**config.mk**
```make
export PLATFORM = sky130hd
export DESIGN_NAME = y86_pipe_reg_flat
export DESIGN_NICKNAME = d
export VERILOG_FILES = /design/src/rtl/y86_pkg.sv /design/src/rtl/y86_pipe_reg_if.sv /design/src/rtl/y86_stall_watchdog.sv /design/src/rtl/y86_pipe_reg.sv /design/src/flat_wrapper.sv
export SDC_FILE = /design/constraint.sdc
export NUM_CORES = 1
export LEC_CHECK = 0
export BUFFER_PORTS_ARGS = -buffer_cell sky130_fd_sc_hd__buf_4
export CAP_MARGIN = 20
export CELL_PAD_IN_SITES_DETAIL_PLACEMENT = 1
export CELL_PAD_IN_SITES_GLOBAL_PLACEMENT = 1
export CORE_AREA = 4 4 194 196
export DETAILED_ROUTE_END_ITERATION = 8
export DIE_AREA = 0 0 198 200
export PLACE_DENSITY_LB_ADDON = 0.2
export SETUP_SLACK_MARGIN = 0.3
export SLEW_MARGIN = 40
export SYNTH_ARGS = -nofsm -noshare
export SYNTH_HDL_FRONTEND = slang
export SYNTH_SLANG_ARGS = --single-unit
```
**constraint.sdc**
```tcl
create_clock -name clk -period 3.63 [get_ports clk]
set_input_delay 0 -clock clk [delete_from_list [all_inputs] [get_ports clk]]
set_output_delay 0 -clock clk [all_outputs]
set_load 0.02 [all_outputs]
```
**src/rtl/y86_pkg.sv**
```systemverilog
// rtl/y86_pkg.sv - shared Y86-64 encodings and stage-control decode
//
// Holds the status encodings, the INOP icode, the RNONE register ID and the
// stage_ctl_e action enum used by every pipeline stage register.
package y86_pkg;

    localparam logic [1:0] STAT_AOK = 2'd0;
    localparam logic [1:0] STAT_HLT = 2'd1;
    localparam logic [1:0] STAT_ADR = 2'd2;
    localparam logic [1:0] STAT_INS = 2'd3;

    localparam logic [3:0] INOP  = 4'h1;
    localparam logic [3:0] RNONE = 4'hF;

    typedef enum logic [1:0] {
        LOAD,
        HOLD,
        BUBBLE
    } stage_ctl_e;

    // Bubble outranks stall: a conflicting request must still flush the stage.
    function automatic stage_ctl_e decode_ctl(input logic stall, input logic bubble);
        if (bubble) begin
            return BUBBLE;
        end
        if (stall) begin
            return HOLD;
        end
        return LOAD;
    endfunction

endpackage

```
**src/rtl/y86_pipe_reg_if.sv**
```systemverilog
// rtl/y86_pipe_reg_if.sv - bundle of hazard controls, stage fields and status for y86_pipe_reg
//
// master: hazard unit / upstream stage side (drives controls and in_* fields)
// slave : the pipeline register (drives out_* fields, flags and counters)
interface y86_pipe_reg_if #(
    parameter int DATA_W     = 192,
    parameter int REG_FIELDS = 4
);
    logic                    stall;
    logic                    bubble;
    logic                    perf_clr;
    logic [1:0]              in_stat;
    logic [3:0]              in_icode;
    logic [3:0]              in_ifun;
    logic [DATA_W-1:0]       in_data;
    logic [REG_FIELDS*4-1:0] in_regs;
    logic [1:0]              out_stat;
    logic [3:0]              out_icode;
    logic [3:0]              out_ifun;
    logic [DATA_W-1:0]       out_data;
    logic [REG_FIELDS*4-1:0] out_regs;
    logic                    out_valid;
    logic                    ctl_err;
    logic                    stall_timeout;
    logic [31:0]             stall_cnt;
    logic [31:0]             bubble_cnt;

    modport master (
        output stall, bubble, perf_clr, in_stat, in_icode, in_ifun, in_data, in_regs,
        input  out_stat, out_icode, out_ifun, out_data, out_regs, out_valid,
               ctl_err, stall_timeout, stall_cnt, bubble_cnt
    );

    modport slave (
        input  stall, bubble, perf_clr, in_stat, in_icode, in_ifun, in_data, in_regs,
        output out_stat, out_icode, out_ifun, out_data, out_regs, out_valid,
               ctl_err, stall_timeout, stall_cnt, bubble_cnt
    );
endinterface

```
**src/rtl/y86_stall_watchdog.sv**
```systemverilog
// rtl/y86_stall_watchdog.sv - consecutive-stall counter with registered timeout flag
//
// Ports:
//   clk, rst_n     : clock, asynchronous active-low reset
//   stall_only     : this edge is a hold (stall without bubble)
//   stall_timeout  : high while the consecutive-stall count equals MAX_STALL
module y86_stall_watchdog #(
    parameter int MAX_STALL = 15
) (
    input  logic clk,
    input  logic rst_n,
    input  logic stall_only,
    output logic stall_timeout
);

    localparam logic [7:0] LIMIT = 8'(MAX_STALL);

    logic [7:0] run_q;
    logic [7:0] run_d;

    // Saturate so a very long stall keeps the flag up instead of wrapping.
    always_comb begin
        run_d = 8'd0;
        if (stall_only) begin
            run_d = (run_q == LIMIT) ? run_q : run_q + 8'd1;
        end
    end

    // The flag is computed from the next count so it rises on the very edge
    // the limit is reached and falls on the edge the count clears.
    always_ff @(posedge clk or negedge rst_n) begin
        if (!rst_n) begin
            run_q         <= 8'd0;
            stall_timeout <= 1'b0;
        end else begin
            run_q         <= run_d;
            stall_timeout <= (run_d == LIMIT);
        end
    end

endmodule

```
**src/rtl/y86_pipe_reg.sv**
```systemverilog
// rtl/y86_pipe_reg.sv - configurable Y86-64 pipeline stage register with stall/bubble control
//
// Ports:
//   clk, rst_n : stage clock, asynchronous active-low reset
//   bus        : y86_pipe_reg_if.slave - stall/bubble/perf_clr and in_* fields in;
//                out_* fields, out_valid, ctl_err, stall_timeout, stall_cnt,
//                bubble_cnt out (all register-driven)
// Optional feature macro: Y86_PIPE_PERF_EN enables the stall/bubble counters;
// without it both counters read 0 and perf_clr is ignored.
import y86_pkg::*;

module y86_pipe_reg #(
    parameter int         DATA_W       = 192,
    parameter int         REG_FIELDS   = 4,
    parameter int         MAX_STALL    = 15,
    parameter logic [3:0] BUBBLE_ICODE = INOP
) (
    input  logic         clk,
    input  logic         rst_n,
    y86_pipe_reg_if.slave bus
);

    localparam logic [REG_FIELDS*4-1:0] REGS_NONE = {REG_FIELDS{RNONE}};

    stage_ctl_e ctl;

    always_comb begin
        ctl = decode_ctl(bus.stall, bus.bubble);
    end

    // Field registers; HOLD leaves everything untouched.
    always_ff @(posedge clk or negedge rst_n) begin
        if (!rst_n) begin
            bus.out_stat  <= STAT_AOK;
            bus.out_icode <= BUBBLE_ICODE;
            bus.out_ifun  <= 4'h0;
            bus.out_data  <= '0;
            bus.out_regs  <= REGS_NONE;
            bus.out_valid <= 1'b0;
        end else begin
            case (ctl)
                BUBBLE: begin
                    bus.out_stat  <= STAT_AOK;
                    bus.out_icode <= BUBBLE_ICODE;
                    bus.out_ifun  <= 4'h0;
                    bus.out_data  <= '0;
                    bus.out_regs  <= REGS_NONE;
                    bus.out_valid <= 1'b0;
                end
                LOAD: begin
                    bus.out_stat  <= bus.in_stat;
                    bus.out_icode <= bus.in_icode;
                    bus.out_ifun  <= bus.in_ifun;
                    bus.out_data  <= bus.in_data;
                    bus.out_regs  <= bus.in_regs;
                    bus.out_valid <= 1'b1;
                end
                default: begin
                end
            endcase
        end
    end

    // Sticky: a hazard unit asking for stall and bubble at once is a bug upstream.
    always_ff @(posedge clk or negedge rst_n) begin
        if (!rst_n) begin
            bus.ctl_err <= 1'b0;
        end else if (bus.stall && bus.bubble) begin
            bus.ctl_err <= 1'b1;
        end
    end

    y86_stall_watchdog #(
        .MAX_STALL (MAX_STALL)
    ) u_watchdog (
        .clk           (clk),
        .rst_n         (rst_n),
        .stall_only    (ctl == HOLD),
        .stall_timeout (bus.stall_timeout)
    );

`ifdef Y86_PIPE_PERF_EN
    logic [31:0] stall_q;
    logic [31:0] bubble_q;

    always_ff @(posedge clk or negedge rst_n) begin
        if (!rst_n) begin
            stall_q  <= 32'd0;
            bubble_q <= 32'd0;
        end else if (bus.perf_clr) begin
            stall_q  <= 32'd0;
            bubble_q <= 32'd0;
        end else begin
            if (ctl == HOLD) begin
                stall_q <= stall_q + 32'd1;
            end
            if (ctl == BUBBLE) begin
                bubble_q <= bubble_q + 32'd1;
            end
        end
    end

    assign bus.stall_cnt  = stall_q;
    assign bus.bubble_cnt = bubble_q;
`else
    logic unused_perf_clr;

    assign unused_perf_clr = bus.perf_clr;
    assign bus.stall_cnt   = 32'd0;
    assign bus.bubble_cnt  = 32'd0;
`endif

endmodule

```
**src/flat_wrapper.sv**
```systemverilog
// flat-port wrapper written by rule: the top's interface ports become plain ports
module y86_pipe_reg_flat 
#(
    parameter int         DATA_W       = 192,
    parameter int         REG_FIELDS   = 4,
    parameter int         MAX_STALL    = 15,
    parameter logic [3:0] BUBBLE_ICODE = INOP
)
  (clk, rst_n, bus_stall, bus_bubble, bus_perf_clr, bus_in_stat, bus_in_icode, bus_in_ifun, bus_in_data, bus_in_regs, bus_out_stat, bus_out_icode, bus_out_ifun, bus_out_data, bus_out_regs, bus_out_valid, bus_ctl_err, bus_stall_timeout, bus_stall_cnt, bus_bubble_cnt);
  y86_pipe_reg_if #(.DATA_W(DATA_W), .REG_FIELDS(REG_FIELDS)) bus_i ();
  input  logic clk;
  input  logic rst_n;
  input wire logic [$bits(bus_i.stall)-1:0] bus_stall;
  input wire logic [$bits(bus_i.bubble)-1:0] bus_bubble;
  input wire logic [$bits(bus_i.perf_clr)-1:0] bus_perf_clr;
  input wire logic [$bits(bus_i.in_stat)-1:0] bus_in_stat;
  input wire logic [$bits(bus_i.in_icode)-1:0] bus_in_icode;
  input wire logic [$bits(bus_i.in_ifun)-1:0] bus_in_ifun;
  input wire logic [$bits(bus_i.in_data)-1:0] bus_in_data;
  input wire logic [$bits(bus_i.in_regs)-1:0] bus_in_regs;
  output wire logic [$bits(bus_i.out_stat)-1:0] bus_out_stat;
  output wire logic [$bits(bus_i.out_icode)-1:0] bus_out_icode;
  output wire logic [$bits(bus_i.out_ifun)-1:0] bus_out_ifun;
  output wire logic [$bits(bus_i.out_data)-1:0] bus_out_data;
  output wire logic [$bits(bus_i.out_regs)-1:0] bus_out_regs;
  output wire logic [$bits(bus_i.out_valid)-1:0] bus_out_valid;
  output wire logic [$bits(bus_i.ctl_err)-1:0] bus_ctl_err;
  output wire logic [$bits(bus_i.stall_timeout)-1:0] bus_stall_timeout;
  output wire logic [$bits(bus_i.stall_cnt)-1:0] bus_stall_cnt;
  output wire logic [$bits(bus_i.bubble_cnt)-1:0] bus_bubble_cnt;
  assign bus_i.stall = bus_stall;
  assign bus_i.bubble = bus_bubble;
  assign bus_i.perf_clr = bus_perf_clr;
  assign bus_i.in_stat = bus_in_stat;
  assign bus_i.in_icode = bus_in_icode;
  assign bus_i.in_ifun = bus_in_ifun;
  assign bus_i.in_data = bus_in_data;
  assign bus_i.in_regs = bus_in_regs;
  assign bus_out_stat = bus_i.out_stat;
  assign bus_out_icode = bus_i.out_icode;
  assign bus_out_ifun = bus_i.out_ifun;
  assign bus_out_data = bus_i.out_data;
  assign bus_out_regs = bus_i.out_regs;
  assign bus_out_valid = bus_i.out_valid;
  assign bus_ctl_err = bus_i.ctl_err;
  assign bus_stall_timeout = bus_i.stall_timeout;
  assign bus_stall_cnt = bus_i.stall_cnt;
  assign bus_bubble_cnt = bus_i.bubble_cnt;
  y86_pipe_reg #(.DATA_W(DATA_W), .REG_FIELDS(REG_FIELDS), .MAX_STALL(MAX_STALL), .BUBBLE_ICODE(BUBBLE_ICODE)) u_core (.clk(clk), .rst_n(rst_n), .bus(bus_i));
endmodule
```
==> results of run 1 <==
## per-layer routing
layer | global-route usage | vias up
met1 | 0.2042 | 4093
met5 | 0 | -
met4 | 0.05126 | 0
met3 | 0.05740 | 55
li1 | - | 3929
met2 | 0.2986 | 348
## Yosys cell counts, types with 2 or more instances
cell / n / share of area
nor3b_1: 2 / 0.0015
or3_1: 3 / 0.0019
nor2_1: 206 / 0.079
nor3_1: 3 / 0.0015
inv_1: 2 / 0.00077
mux2i_1: 202 / 0.21
dfrtp_1: 212 / 0.54
nor2b_1: 17 / 0.011
a21oi_1: 6 / 0.0031
nand4_1: 2 / 0.0013
clkbuf_1: 26 / 0.010
buf_4: 64 / 0.049
dfstp_2: 17 / 0.046
nand2_1: 2 / 0.00077
a211o_1: 17 / 0.015
nand2b_1: 2 / 0.0013
buf_2: 22 / 0.011
buf_1: 5 / 0.0019
a21oi_2: 2 / 0.0018
xnor2_1: 2 / 0.0018
## path summary, 6_finish.rpt
| kind | from | end | slack (ns) | cells after the start |
|---|---|---|---|---|
| worst max-delay path | u_core.u_watchdog.run_q[4] | u_core.u_watchdog.stall_timeout | 1.68 | 5 |
| worst min-delay path | bus_bubble | u_core.bus.out_icode[2] | 0.03 | 2 |
| worst max register to register | u_core.u_watchdog.run_q[4] | u_core.u_watchdog.stall_timeout | 1.68 | 5 |
| worst min register to register | u_core.bus.ctl_err | u_core.bus.ctl_err | 0.45 | 1 |
| max in group asynchronous | rst_n | u_core.bus.out_regs[0] | 2.82 | 4 |
| min in group asynchronous | rst_n | u_core.bus.out_data[33] | 0.07 | 3 |
## final cells by class
cell class,instances,share of cell area
flip-flops and latches,229,0.3488
repair buffers,669,0.3453
multi-input cells,544,0.2161
clock buffers,43,0.04894
well taps,468,0.03551
clock inverters,8,0.004932
inverters,2,0.0004552
## flip-flops by register name, summed over array words and instances, names as in the netlist
name                             count
u_core.bus.out_data                192
u_core.bus.out_regs                 16
u_core.u_watchdog.run_q              8
u_core.bus.out_icode                 4
u_core.bus.out_ifun                  4
u_core.bus.out_stat                  2
u_core.bus.ctl_err                   1
u_core.bus.out_valid                 1
u_core.u_watchdog.stall_timeout      1
## power groups by stage
stage	clock, W	sequential, W	combinational [W]
3_3_place_gp	0	0.00283	0.00109
4_1_cts	0.00282	0.00279	0.00132
2_1_floorplan	0	0.00300	0.000410
3_5_place_dp	0	0.00283	0.00111
6_report	0.00271	0.00279	0.00131
5_1_grt	0.00292	0.00281	0.00141
## cells in the final DEF, fill, tap and decap left out, drive strengths merged, types with 3 or more instances in the layout
cell         count
buf            449
dlygate4sd3    219
dfrtp          212
nor2           207
mux2i          202
conb            64
clkbuf          44
nor2b           17
a211o           17
dfstp           17
a21oi            8
clkinv           5
or3              3
nor3             3
## worst reg2reg max path, cell delays in order, from the launching register on
cell      delay [ns]
dfrtp_1         0.50
or3_1           0.41
or3b_1          0.40
a21oi_2         0.14
o221ai_2        0.12
nor4b_2         0.28
## through the flow
step                instances  setup WS, ns  hold slack [ns]  power (W)
floorplan                 893         1.885          -0.2956   0.003407
global route             1963         1.498          0.07098   0.007146
CTS                      1963         1.680        0.0009057   0.006926
detailed placement       1692         1.697         -0.04454   0.003943
global placement         1691         1.742           0.1609   0.003921
finish                   1963         1.675          0.03295   0.006809
## cells by family after synthesis
logic type | count (synthesis)
compound gates | 32
xor+xnor | 2
fa+ha+maj | 1
buf+inv | 120
flops | 229
mux | 202
other cells | 1
simple gates | 243
## timing repair
item                                   CTS  global route
endpoints found under the hold margin  316             0
hold buffers                           220             0
setup buffers                            0             0
==> flow_summary.yaml, run 1 <==
clock_tree:
  clockRootBuffer: "clkbuf_16"
  clkLatencyLatePin_ns: 0.53
  clock_sinks: 229
  cts_tree: "yes"
  clk_pin_slew_ns: 0.06
  cts_buffers: 28
  post_cts_resized: 0
  cts_buffer_depth: 3
  h-tree-depth: 1
cells_and_area:
  areaGrowthSynthToFinish_pct: 68.31
  final_util: 0.4570
  num-nets-final: 1698
  final_layout_size_suffix_gt1_frac: 0.3445
  n_antenna_cell: 0
  fillers: 3952
  regArea_um2: 5752
  multiInputGateArea_um2: 3563
  design_area_um2: 16490
timing:
  rsz0062_at_grt: "no"
  period_share: 0.5385
  finalMaxSlewViolations: 0
  relSlewSlack: 0.4832
  hold_viol: 0
  max_slew.worst_pin.slew_ns: 0.7752
  min_period_ns: 1.955
  skew_ns: 0.0008930
  setup_viol: 0
  finalSetupTns_ns: 0
  max_freq_mhz: 511.6
pwr:
  p_leak_nw: 8.572
  swShare: 0.2741
  p_int_w: 0.004942
  p_sw_w: 0.001866
  seq_power_share: 0.410
  power.density_nw_per_um2: 412.9
  p_clk_frac: 0.398
  ir_drop_mv: 0.3113
  combPwrFrac: 0.193
logic_synthesis:
  synth_edf_count: 0
  ys_types: 36
  ys_seq_area_frac: 0.5870
  syn_avg_cell_area_um2: 11.80
  synth-seq-cells: 229
  synth_fa_ha_area_frac: 0.001277
  ys_warn_count: 0
  synth_top_flop_cell: "dfrtp_1"
  synth_area_um2: 9798
  postSynthCellCount: 830
  synth-compound-area-share: 0.02579
  synth_xor_area_frac: 0.001788
  synthSimpleGateAreaFrac: 0.1039
  synth-async-reset-ratio: 1.000
  synth_top_family_by_area: "multiplexers"
  synth_mux_area_frac: 0.2064
worst_setup_path:
  worstPathMaxFanout: 11
  cpPeakStageDelay_ns: 0.50
  crit_slowest_cell: "dfrtp_1"
  cpLargestDelayFamily: "simple AND/OR/NAND/NOR gates"
  crit_path_start_kind: "flip-flop"
  crit_type: "reg -> reg"
  cp_num_buf_inv: 0
  cp-end-kind: "flip-flop"
  required_ns: 4.06
  cp.arrival_ns: 2.39
  crit_path_cell_trace: "or3_1 > or3b_1 > a21oi_2 > o221ai_2 > nor4b_2"
floorplan:
  start_util: 0.2715
  dieWidth_um: 198
  die_height_um: 200
  io_pins: 508
  rows: 70
  core_area_um2: 36080
  die_area_um2: 39600
placement:
  hpwl_um: 23850
  place.gp.congestion: 0.7620
  portBuffers: 442
  place_area_um2: 13380
flow_run:
  drv_cap: 0
outcome:
  run_status: "finished, final reports clean"
detailed_routing:
  viasPerCell: 4.292
  drt-total-wl_um: 36300
  drtPass1Iterations: 4
  highest_layer: "met4"
  wl_met1_um: 13800
  drt_iter0_drc: 253
  drc: 0
  via_count: 8425
  ant_nets: 0
  wl_met2_um: 18010
  wl_met3_um: 3417
  wl_per_cell_um: 18.49
min_path:
  hold_path.class: "in -> reg"
global_route:
  grtUsageTotal: 0.1721
  antenna_found_initial: 0
  grt_max_degree: 122
  grt_pass1_wl_um: 54730
  grt_pass1_vias: 9368
  grt-ovfl-total: 0
Note: power is estimated with default switching activity, not from simulation.
==> run 2, diff against run 1 <==
clock period = 1.65 ns   (was 3.63 ns; I/O delays follow)
==> run 2 against run 1 <==
The flow now finishes with violations (negative hold slack, negative setup slack). Sequential power is 120% higher. Non-clock buffer count rose by 65. Clock-buffer cell count unchanged. Combinational power is 130% higher. Setup slack worse by 1.7 ns. Hold slack got worse by 0.066 ns. Final area is 4.6% higher.
==> flow_summary.yaml, run 2 (synthesis results as in run 1) <==
timing:
  max_freq_mhz: 585.1
  setup_ws_ns: -0.05917
  skew_ns: 0.009231
  rsz0062_at_grt: "yes"
  relSlewSlack: 0.5913
  finalMaxSlewViolations: 0
  min_period_ns: 1.709
  max_slew.worst_pin.slew_ns: 0.6131
  hold_slack_ns: -0.03327
  setup_viol: 1
  period_share: 1.036
  hold_viol: 2
min_path:
  hold_path.class: "in -> reg"
  hp-start: "bus_stall"
worst_setup_path:
  worstPathMaxFanout: 2
  required_ns: 2.09
  crit_type: "reg -> reg"
  cp-end-kind: "flip-flop"
  crit_path_start_kind: "flip-flop"
  regToRegSetupSlack_ns: -0.06
  r2r_start: "u_core.u_watchdog.run_q[5]"
  cp-startpoint: "u_core.u_watchdog.run_q[5]"
  cp.arrival_ns: 2.15
global_route:
  grt_max_degree: 108
  grt-ovfl-total: 0
  grt_pass1_wl_um: 56800
  antenna_found_initial: 0
  grt_pass1_vias: 9759
  grtUsageTotal: 0.1779
clock_tree:
  cts_buffers: 28
  clock_sinks: 229
  clk_pin_slew_ns: 0.06
  h-tree-depth: 1
  clkLatencyLatePin_ns: 0.54
  cts_buffer_depth: 3
  cts_tree: "yes"
  clockRootBuffer: "clkbuf_16"
floorplan:
  dieWidth_um: 198
  die_height_um: 200
  io_pins: 508
  core_area_um2: 36080
  die_area_um2: 39600
  rows: 70
  start_util: 0.2715
detailed_routing:
  drc: 0
  wl_per_cell_um: 18.37
  ant_nets: 0
  viasPerCell: 4.319
  drt-total-wl_um: 37270
  via_count: 8763
  drt_iter0_drc: 219
  drtPass1Iterations: 4
cells_and_area:
  num-nets-final: 1763
  largest_reg_flops: 192
  final_util: 0.4782
  layout_common_cells: "458 x buf_4, 259 x dlygate4sd3_1, 210 x dfrtp_1"
  n_antenna_cell: 0
  final_layout_size_suffix_gt1_frac: 0.3511
  final_common_cell: "buf_4"
  reg_top3: "u_core.bus.out_data (192), u_core.bus.out_regs (16), u_core.u_watchdog.run_q (8)"
  areaGrowthSynthToFinish_pct: 76.11
  largest_register: "u_core.bus.out_data"
pwr:
  p_int_w: 0.01143
  swShare: 0.2669
  fin_total_pwr_w: 0.01559
  combPwrFrac: 0.195
  power.density_nw_per_um2: 903.2
  ir_drop_mv: 0.6807
  p_sw_w: 0.004160
  seq_power_share: 0.394
  p_leak_nw: 8.943
  p_clk_frac: 0.411
outcome:
  run_status: "finished with violations"
  violations: "negative hold slack, negative setup slack"
placement:
  hpwl_um: 24580
  place.gp.congestion: 0.7434
  portBuffers: 442
flow_run:
  drv_cap: 0
-- run 2: per-layer routing --
layer  wire length (um)  track usage  part of all wire  vias up
met1              13950       0.2090              0.37     4293
met4                977      0.04565             0.026        0
met2              18790       0.3150              0.50      348
li1                   -            -                 -     4064
met3               3552      0.05908             0.095       58
met5                  0            0                 0        -
-- run 2: area by class of cell --
class	count	area [um^2]
clock inverters	9	162.7
multi-input cells	544	3613
fillers	3890	18830
clock buffers	43	797.0
inverters	2	7.507
repair buffers	734	6335
well taps	468	585.6
flip-flops and latches	229	5754
-- run 2: power by group through the flow --
stage / Combinational (W) / Clock [W] / Sequential, W
after floorplan: 0.000901 / 0 / 0.00659
after global placement: 0.00246 / 0 / 0.00622
after detailed placement: 0.00249 / 0 / 0.00623
after CTS: 0.00304 / 0.00665 / 0.00614
after global routing: 0.00328 / 0.00688 / 0.00618
final: 0.00304 / 0.00641 / 0.00614
-- run 2: final timing paths --
check	to	cells past startpoint
max	u_core.u_watchdog.stall_timeout	5
min	u_core.bus.out_stat[1]	3
max reg2reg	u_core.u_watchdog.stall_timeout	5
min reg2reg	u_core.bus.ctl_err	1
max in group asynchronous	u_core.bus.out_regs[12]	3
min in group asynchronous	u_core.bus.out_data[10]	2
-- run 2: timing repair --
action	CTS	global route
setup buffers	2	2
endpoints found under the setup margin	8	11
hold buffers	262	0
pin swaps	4	2
endpoints found under the hold margin	437	0
resized for setup	2	10
-- run 2: worst max-delay path: stages, from the launching register on --
cell	delay (ns)
dfrtp_1	0.39
or3_4	0.37
or3b_1	0.37
a21oi_2	0.15
o221ai_2	0.12
nor4b_2	0.22
-- run 2: stage by stage --
step	area, um^2	hold slack [ns]	cells	setup TNS (ns)	worst slack, ns
6_report	17260	-0.03327	2029	-0.05917	-0.05917
5_1_grt	17260	0.01329	2029	-0.1323	-0.1323
4_1_cts	17220	0.01001	2030	-0.06547	-0.06547
3_5_place_dp	13610	0.00009426	1714	-0.07122	-0.07122
3_3_place_gp	13610	0.005108	1714	-0.06146	-0.06146
2_1_floorplan	10030	-0.2956	893	-0.03314	-0.03314
